`config.mk`:
```
export PLATFORM = sky130hd
export DESIGN_NAME = multi_channel_sink_flat
export DESIGN_NICKNAME = d
export VERILOG_FILES = /design/src/rtl/multi_channel_sink_if.sv /design/src/rtl/multi_channel_sink.sv /design/src/flat_wrapper.sv
export SDC_FILE = /design/constraint.sdc
export NUM_CORES = 1
export LEC_CHECK = 0
export ABC_CLOCK_PERIOD_IN_PS = 3930
export CORE_MARGIN = 5
export CORE_UTILIZATION = 50
export CTS_CLUSTER_SIZE = 12
export DETAILED_ROUTE_END_ITERATION = 12
export PLACE_DENSITY = 0.79
export SLEW_MARGIN = 20
export SYNTH_ARGS = -nofsm -noshare
export SYNTH_HDL_FRONTEND = slang
export SYNTH_SLANG_ARGS = --single-unit
```
`constraint.sdc`:
```
create_clock -name clk -period 3.93 [get_ports clk]
set_clock_uncertainty 0.15 [all_clocks]
set_input_delay 0.786 -clock clk [delete_from_list [all_inputs] [get_ports clk]]
set_output_delay 0.786 -clock clk [all_outputs]
set_load 0.005 [all_outputs]
```
`src/rtl/multi_channel_sink_if.sv`:
```
// Delivery-channel bundle between rx deserialisers and the multi-channel sink.
// Ports: req (per-channel word valid), data (packed words, channel c at [c*WIDTH +: WIDTH]),
//        busy (per-channel back-pressure returned by the sink).
interface multi_channel_sink_if #(
    parameter int NUM_CH = 4,
    parameter int WIDTH  = 8
);
    logic [NUM_CH-1:0]       req;
    logic [NUM_CH*WIDTH-1:0] data;
    logic [NUM_CH-1:0]       busy;

    modport master (output req, output data, input busy);
    modport slave  (input req, input data, output busy);
endinterface

```
`src/rtl/multi_channel_sink.sv`:
```
// Purpose: terminates NUM_CH delivery channels, captures the last accepted word per channel,
//          publishes per-channel throughput over a 2^WIN_LOG2-cycle window and a running total.
// Latency/backpressure: last_data one cycle after accept; busy is registered (none / LFSR / periodic).
// Ports: clk, reset (async active-low), ch (req/data in, busy out), last_data, throughput,
//        window_done, total_count, seq_err. Optional macro SINK_SEQ_CHECK_EN enables sequence checks.
module multi_channel_sink #(
    parameter int ID          = -1,
    parameter int NUM_CH      = 4,
    parameter int WIDTH       = 8,
    parameter int WIN_LOG2    = 10,
    parameter int BUSY_MODE   = 0,
    parameter int BUSY_THRESH = 64,
    parameter int BUSY_PERIOD = 4
) (
    input  logic                             clk,
    input  logic                             reset,
    multi_channel_sink_if.slave              ch,
    output logic [NUM_CH*WIDTH-1:0]          last_data,
    output logic [NUM_CH*(WIN_LOG2+1)-1:0]   throughput,
    output logic                             window_done,
    output logic [31:0]                      total_count,
    output logic [NUM_CH-1:0]                seq_err
);
    localparam int TW = WIN_LOG2 + 1;
    localparam int PW = $clog2(BUSY_PERIOD);
    // Nine bits so a threshold of 256 means "always busy".
    localparam logic [8:0]    THRESH     = 9'(BUSY_THRESH);
    localparam logic [PW-1:0] PHASE_LAST = PW'(BUSY_PERIOD - 1);

    // Per-channel seed, folded into 1..254 so the LFSR never locks up at zero.
    function automatic logic [7:0] lfsr_seed(input int c);
        int s;
        s = ((ID + 1) * NUM_CH + c + 1) % 255;
        if (s < 0) s = s + 255;
        if (s == 0) s = 1;
        return 8'(s);
    endfunction

    logic [NUM_CH-1:0]   acc;
    logic [7:0]          lfsr    [NUM_CH];
    logic [PW-1:0]       phase;
    logic [WIN_LOG2-1:0] wc;
    logic [TW-1:0]       running [NUM_CH];
    logic                wend;

    // busy masks req, so an unknown req on a busy channel cannot leak into the counters.
    assign acc  = ch.req & ~ch.busy;
    assign wend = &wc;

    // Back-pressure generation.
    always_ff @(posedge clk or negedge reset) begin
        if (!reset) begin
            ch.busy <= '1;
            phase   <= '0;
            for (int c = 0; c < NUM_CH; c++) lfsr[c] <= lfsr_seed(c);
        end else begin
            phase <= (phase == PHASE_LAST) ? '0 : phase + 1'b1;
            // Fibonacci LFSR, taps 8,6,5,4.
            for (int c = 0; c < NUM_CH; c++)
                lfsr[c] <= {lfsr[c][6:0], lfsr[c][7] ^ lfsr[c][5] ^ lfsr[c][4] ^ lfsr[c][3]};
            case (BUSY_MODE)
                1: for (int c = 0; c < NUM_CH; c++) ch.busy[c] <= ({1'b0, lfsr[c]} < THRESH);
                2: ch.busy <= {NUM_CH{phase == PHASE_LAST}};
                default: ch.busy <= '0;
            endcase
        end
    end

    // Capture, windowed throughput and running total.
    always_ff @(posedge clk or negedge reset) begin
        if (!reset) begin
            wc          <= '0;
            window_done <= 1'b0;
            total_count <= '0;
            last_data   <= '0;
            throughput  <= '0;
            for (int c = 0; c < NUM_CH; c++) running[c] <= '0;
        end else begin
            wc          <= wc + 1'b1;
            window_done <= wend;
            total_count <= total_count + 32'($countones(acc));
            for (int c = 0; c < NUM_CH; c++) begin
                if (acc[c]) last_data[c*WIDTH +: WIDTH] <= ch.data[c*WIDTH +: WIDTH];
                if (wend) begin
                    // Final-cycle accept is folded into the published count.
                    throughput[c*TW +: TW] <= running[c] + TW'(acc[c]);
                    running[c]             <= '0;
                end else begin
                    running[c] <= running[c] + TW'(acc[c]);
                end
            end
        end
    end

`ifdef SINK_SEQ_CHECK_EN
    logic [WIDTH-1:0] exp_val [NUM_CH];

    always_ff @(posedge clk or negedge reset) begin
        if (!reset) begin
            seq_err <= '0;
            for (int c = 0; c < NUM_CH; c++) exp_val[c] <= '0;
        end else begin
            for (int c = 0; c < NUM_CH; c++) begin
                if (acc[c]) begin
                    $display("%0t sink %0d ch %0d accept %0h", $time, ID, c, ch.data[c*WIDTH +: WIDTH]);
                    if (ch.data[c*WIDTH +: WIDTH] != exp_val[c]) begin
                        seq_err[c] <= 1'b1;
                        $display("%0t sink %0d ch %0d sequence error: got %0h expected %0h",
                                 $time, ID, c, ch.data[c*WIDTH +: WIDTH], exp_val[c]);
                    end
                    // Resynchronise on the received value so one gap flags once.
                    exp_val[c] <= ch.data[c*WIDTH +: WIDTH] + 1'b1;
                end
            end
        end
    end
`else
    assign seq_err = '0;
`endif
endmodule

```
`src/flat_wrapper.sv`:
```
// flat-port wrapper written by rule: the top's interface ports become plain ports
module multi_channel_sink_flat 
#(
    parameter int ID          = -1,
    parameter int NUM_CH      = 4,
    parameter int WIDTH       = 8,
    parameter int WIN_LOG2    = 10,
    parameter int BUSY_MODE   = 0,
    parameter int BUSY_THRESH = 64,
    parameter int BUSY_PERIOD = 4
)
  (clk, reset, last_data, throughput, window_done, total_count, seq_err, ch_req, ch_data, ch_busy);
  multi_channel_sink_if #(.NUM_CH(NUM_CH), .WIDTH(WIDTH)) ch_i ();
  input  logic clk;
  input  logic reset;
  output logic [NUM_CH*WIDTH-1:0] last_data;
  output logic [NUM_CH*(WIN_LOG2+1)-1:0] throughput;
  output logic window_done;
  output logic [31:0] total_count;
  output logic [NUM_CH-1:0] seq_err;
  input wire logic [$bits(ch_i.req)-1:0] ch_req;
  input wire logic [$bits(ch_i.data)-1:0] ch_data;
  output wire logic [$bits(ch_i.busy)-1:0] ch_busy;
  assign ch_i.req = ch_req;
  assign ch_i.data = ch_data;
  assign ch_busy = ch_i.busy;
  multi_channel_sink #(.ID(ID), .NUM_CH(NUM_CH), .WIDTH(WIDTH), .WIN_LOG2(WIN_LOG2), .BUSY_MODE(BUSY_MODE), .BUSY_THRESH(BUSY_THRESH), .BUSY_PERIOD(BUSY_PERIOD)) u_core (.clk(clk), .reset(reset), .ch(ch_i), .last_data(last_data), .throughput(throughput), .window_done(window_done), .total_count(total_count), .seq_err(seq_err));
endmodule
```
# Word-level counts from Yosys, hierarchy flattened
# Index checks and enable logic that the tools add are counted.
dict set report word_totals {
  memories 0
  input_bits 38
  rom_bits 0
  out_inout_bits 117
  reg_bits 167
  ramBits 0
  wordCells 29
  latch_bits 0
}
dict set report classes {
  n_shift 0
  reduce_logical 1
  div 0
  add_sub_neg 9
  n_eq_ne 0
  bitwise 2
  magnitude_cmp 0
  mul 0
  mux 4
}
# operator n
set ops {}
lappend ops {{32-bit adder} 2}
lappend ops {{11-bit by 1-bit adder with 11-bit output} 4}
lappend ops {{11-bit two-way mux} 4}
lappend ops {{10-bit by 1-bit adder with 10-bit output, second input constant} 1}
lappend ops {{10-bit AND reduction} 1}
lappend ops {{1-bit by 1-bit adder with 2-bit output} 2}
lappend ops {{4-bit bitwise AND} 1}
lappend ops {{4-bit inverter} 1}

# Logic depth before layout (Yosys ltp)
dict set report logic_depth {
  ltp_word 5
  mapped_depth 12
}

# Worst setup path before layout
# No wires, ideal clock.
dict set report synth_timing {
  path_kind {input -> register}
  from {input port ch_req[0]}
  to {register u_core.total_count[31]}
  setup_slack_ps 470
  setup_ps 138
  arrival_time_ps 3172
  n_path_buf 2
  cell_stages 12
  path_cell_list {nor2b_1 -> buf_1 -> nand2_1 -> fa_1 -> inv_1 -> ha_1 -> fa_1 -> and4_1 -> buf_2 -> nand4_4 -> nor4_1 -> xor2_1}
}
dict set report synth_between {
  elab_chain_len 4
}
# item line
set synth_lines {}
lappend synth_lines {{from (decl)} flat_wrapper.sv:21} ;# input wire logic [$bits(ch_i.req)-1:0] ch_req;
lappend synth_lines {{4-bit bitwise AND} multi_channel_sink.sv:47} ;# assign acc = ch.req & ~ch.busy;
lappend synth_lines {{1-bit by 1-bit adder with 2-bit output (implied by the code)} multi_channel_sink.sv:81} ;# total_count <= total_count + 32'($countones(acc));
lappend synth_lines {{32-bit adder (implied by the code)} multi_channel_sink.sv:81}
lappend synth_lines {{32-bit adder} multi_channel_sink.sv:81}
lappend synth_lines {{to (signal assigned)} multi_channel_sink.sv:81}
lappend synth_lines {{to (decl)} multi_channel_sink.sv:21} ;# output logic [31:0] total_count,
# No other way between the ends.
# A chain may end at the register's enable or synchronous reset.

# Worst setup path after layout
dict set report layout_timing {
  from {input port ch_req[2]}
  to {register u_core.total_count[31]}
}
# Same word-level chain as after synthesis.

==> metrics.cfg <==
[die]
die_area_sq_um = 16200
dieHeight_um = 127
ios = 155
dieWidth_um = 127
rows = 42
start_util_pct = 51.4
coreArea_sq_um = 13300

[layout]
nets = 806
final_cell_mix = dfrtp_1, clkdlybuf4s50_1, nand2_1
synthToLayoutAreaGrowth_pct = 33.7
final_cell_area_sq_um = 9170
fill_cells = 1016
drive_gt1_share_pct = 7.91
diodes = 0
final_common_cell = dfrtp_1

[synthesis]
ys_warn_count = 0
syn_avg_cell_area_sq_um = 11.3
syn_inst = 607
synth.ff_latch_count = 164
netlist_area_sq_um = 6860
synth_cell_type_count = 35
seq_area_frac_synth_pct = 59.8

[cts]
ctsHoldBuffers = 0
clock-sinks = 164
clkTransAtPathRegs_ns = 0.06
cts-buffers-inserted = 17
cts_resized = 0
htree_levels = 4
cts_root_buf = clkbuf_16
cts_tree = done
cts.path.max_buffers = 2
cts_setup_buffers = 0
clk_latency_ns = 0.42

[drt]
drc = 0
finalWirelength_mm = 14.7
vias = 4841
ant_nets = 0
drt_first_pass_iters = 4
vias_per_cell = 5.11
post_drt_wl_per_cell_um = 15.5
drt_iter0_markers = 225

[sta]
rsz0062_at_grt = no
fmax_mhz = 285
setup_slack_ns = 0.416
worst_slew_pin_slew_ns = 0.833
final-setup-viol-count = 0
max_slew_margin_pct = 44.3
finalMaxSlewViolations = 0
finalSetupTns_ns = 0
finalHoldViolations = 0
finalCritPeriodShare_pct = 89.4
period_needed_ns = 3.51

[critical_path]
cpMostUsedCell = fa_1
crit_required_ns = 4.13
worstSetupStartpointType = input port
cpPeakStageDelay_ns = 0.55
path_class = input port to flop
slowest_stage = clkdlybuf4s50_1
end_kind = flop
cp_max_fo = 9
cp_data_arrival_time_ns = 3.71
cp_cell_sequence = clkdlybuf4s50_1, nor2b_1, nand2_1, fa_1, inv_1, ha_1, fa_1, and4_1, nand4_4, nor4_1, xor2_1

[global_route]
grt_pass1_wl_mm = 25.4
grt_pass1_vias = 5118
grt_start_max_net_pins = 89
track_usage_pct = 19.7
antenna_found_initial = 0
grt_overflow = 0

[pwr]
power_density_nw_per_um2 = 503
leakage_nw = 4.11
ir_drop_mv = 0.312
power.total_mw = 4.61

[placed_design]
portBuffers = 150
gp_congestion = 0.837
placed_area_sq_um = 8510
dp_hpwl_mm = 10.5
dpl_worst_slack_ns = -0.0249

[status]
status = finished clean

[worst_hold_path]
hold_class = input port to asynchronous set/reset pin

[run]
drv_cap = 0

==> stage by stage <==
stage          utilization [%]  std cells  hold slack, ns
5_1_grt                   68.7        947           0.329
2_1_floorplan                -        611           0.288
3_5_place_dp              63.8        915           0.307
3_3_place_gp              63.8        915           0.303
6_report                  68.7        947           0.261
4_1_cts                   68.7        947           0.292
==> power by group <==
group          internal, mW  leakage [nW]  switching (mW)  total, mW
registers              1.90          1.90           0.195       2.09
clock network          1.20         0.318           0.634       1.84
logic                 0.378          1.89           0.303      0.681
==> cell families after synthesis <==
kind of cell	share of synthesized area (%)
AO/OA/AOI/OAI	3.03
XOR/XNOR	10.1
adder cells (fa/ha/maj)	2.15
other	0.0547
AND/OR/NAND/NOR	16.5
flip-flops	59.8
buffers and inverters	3.06
multiplexers	5.25
==> synth_stat cells <==
cell / number / share of area, %
dfstp_2: 1 / 0.38
buf_4: 7 / 0.77
nor2b_1: 4 / 0.36
nor4b_2: 1 / 0.22
or2_1: 1 / 0.091
buf_2: 9 / 0.66
mux2_2: 17 / 2.8
and3_1: 5 / 0.46
nand4_2: 2 / 0.36
nor3_1: 18 / 1.3
inv_1: 17 / 0.93
nand3b_1: 4 / 0.44
a21o_1: 1 / 0.11
buf_1: 2 / 0.11
fa_1: 3 / 0.88
o21ai_0: 35 / 2.6
mux2_1: 15 / 2.5
o21ai_1: 5 / 0.36
inv_2: 1 / 0.055
and4_1: 5 / 0.64
nor2_1: 55 / 3.0
and2_1: 5 / 0.46
nand4_4: 1 / 0.31
nor4_1: 13 / 1.2
nand4_1: 9 / 0.82
nand2_1: 84 / 4.6
clkbuf_1: 10 / 0.55
xnor2_1: 55 / 7.0
or4_4: 1 / 0.16
xor2_1: 24 / 3.1
ha_1: 7 / 1.3
conb_1: 1 / 0.055
nand3_1: 24 / 1.8
nor4_2: 2 / 0.36
dfrtp_1: 163 / 59
==> critical path, delay by kind of cell <==
family	cells	cell delay, ns
simple gates	5	1.24
fa+ha+maj	3	0.89
buf+inv	2	0.62
xor+xnor	1	0.18
==> path summary, 6_finish.rpt <==
| kind | from | endpoint | slack [ns] | cells after the start |
|---|---|---|---|---|
| worst min register to register | u_core.total_count[31] | u_core.total_count[31] | 0.31 | 1 |
| worst max-delay path | ch_req[2] | u_core.total_count[31] | 0.42 | 11 |
| max in group asynchronous | reset | u_core.running[24] | 2.53 | 2 |
| min in group clk | u_core.total_count[31] | u_core.total_count[31] | 0.31 | 1 |
| worst min-delay path | reset | u_core.last_data[30] | 0.26 | 1 |
| worst max register to register | u_core.ch.busy[2] | u_core.total_count[31] | 0.78 | 10 |
==> final cells by class <==
class / count / area, sq um / share of cell area, %
Sequential cell: 164 / 4110 / 44.8
Tap cell: 176 / 220 / 2.40
Clock inverter: 10 / 203 / 2.21
Inverter: 18 / 67.6 / 0.737
Multi-Input combinational cell: 401 / 2560 / 27.9
Timing Repair Buffer: 156 / 1560 / 17.0
Clock buffer: 22 / 454 / 4.95
==> state kept, by name (all words and copies together) (netlist names) <==
signal / flops
u_core.running: 44
u_core.throughput: 44
u_core.last_data: 32
u_core.total_count: 32
u_core.wc: 10
u_core.ch.busy: 1
u_core.window_done: 1
==> per-layer routing <==
layer	global-route usage (%)	share of wire [%]	up-vias
met2	32.3	49	118
li1	-	-	2308
met4	6.50	1.1	0
met1	25.0	44	2401
met3	6.43	6.5	14
met5	0	0	-
Note: power is estimated with default switching activity, not from simulation.
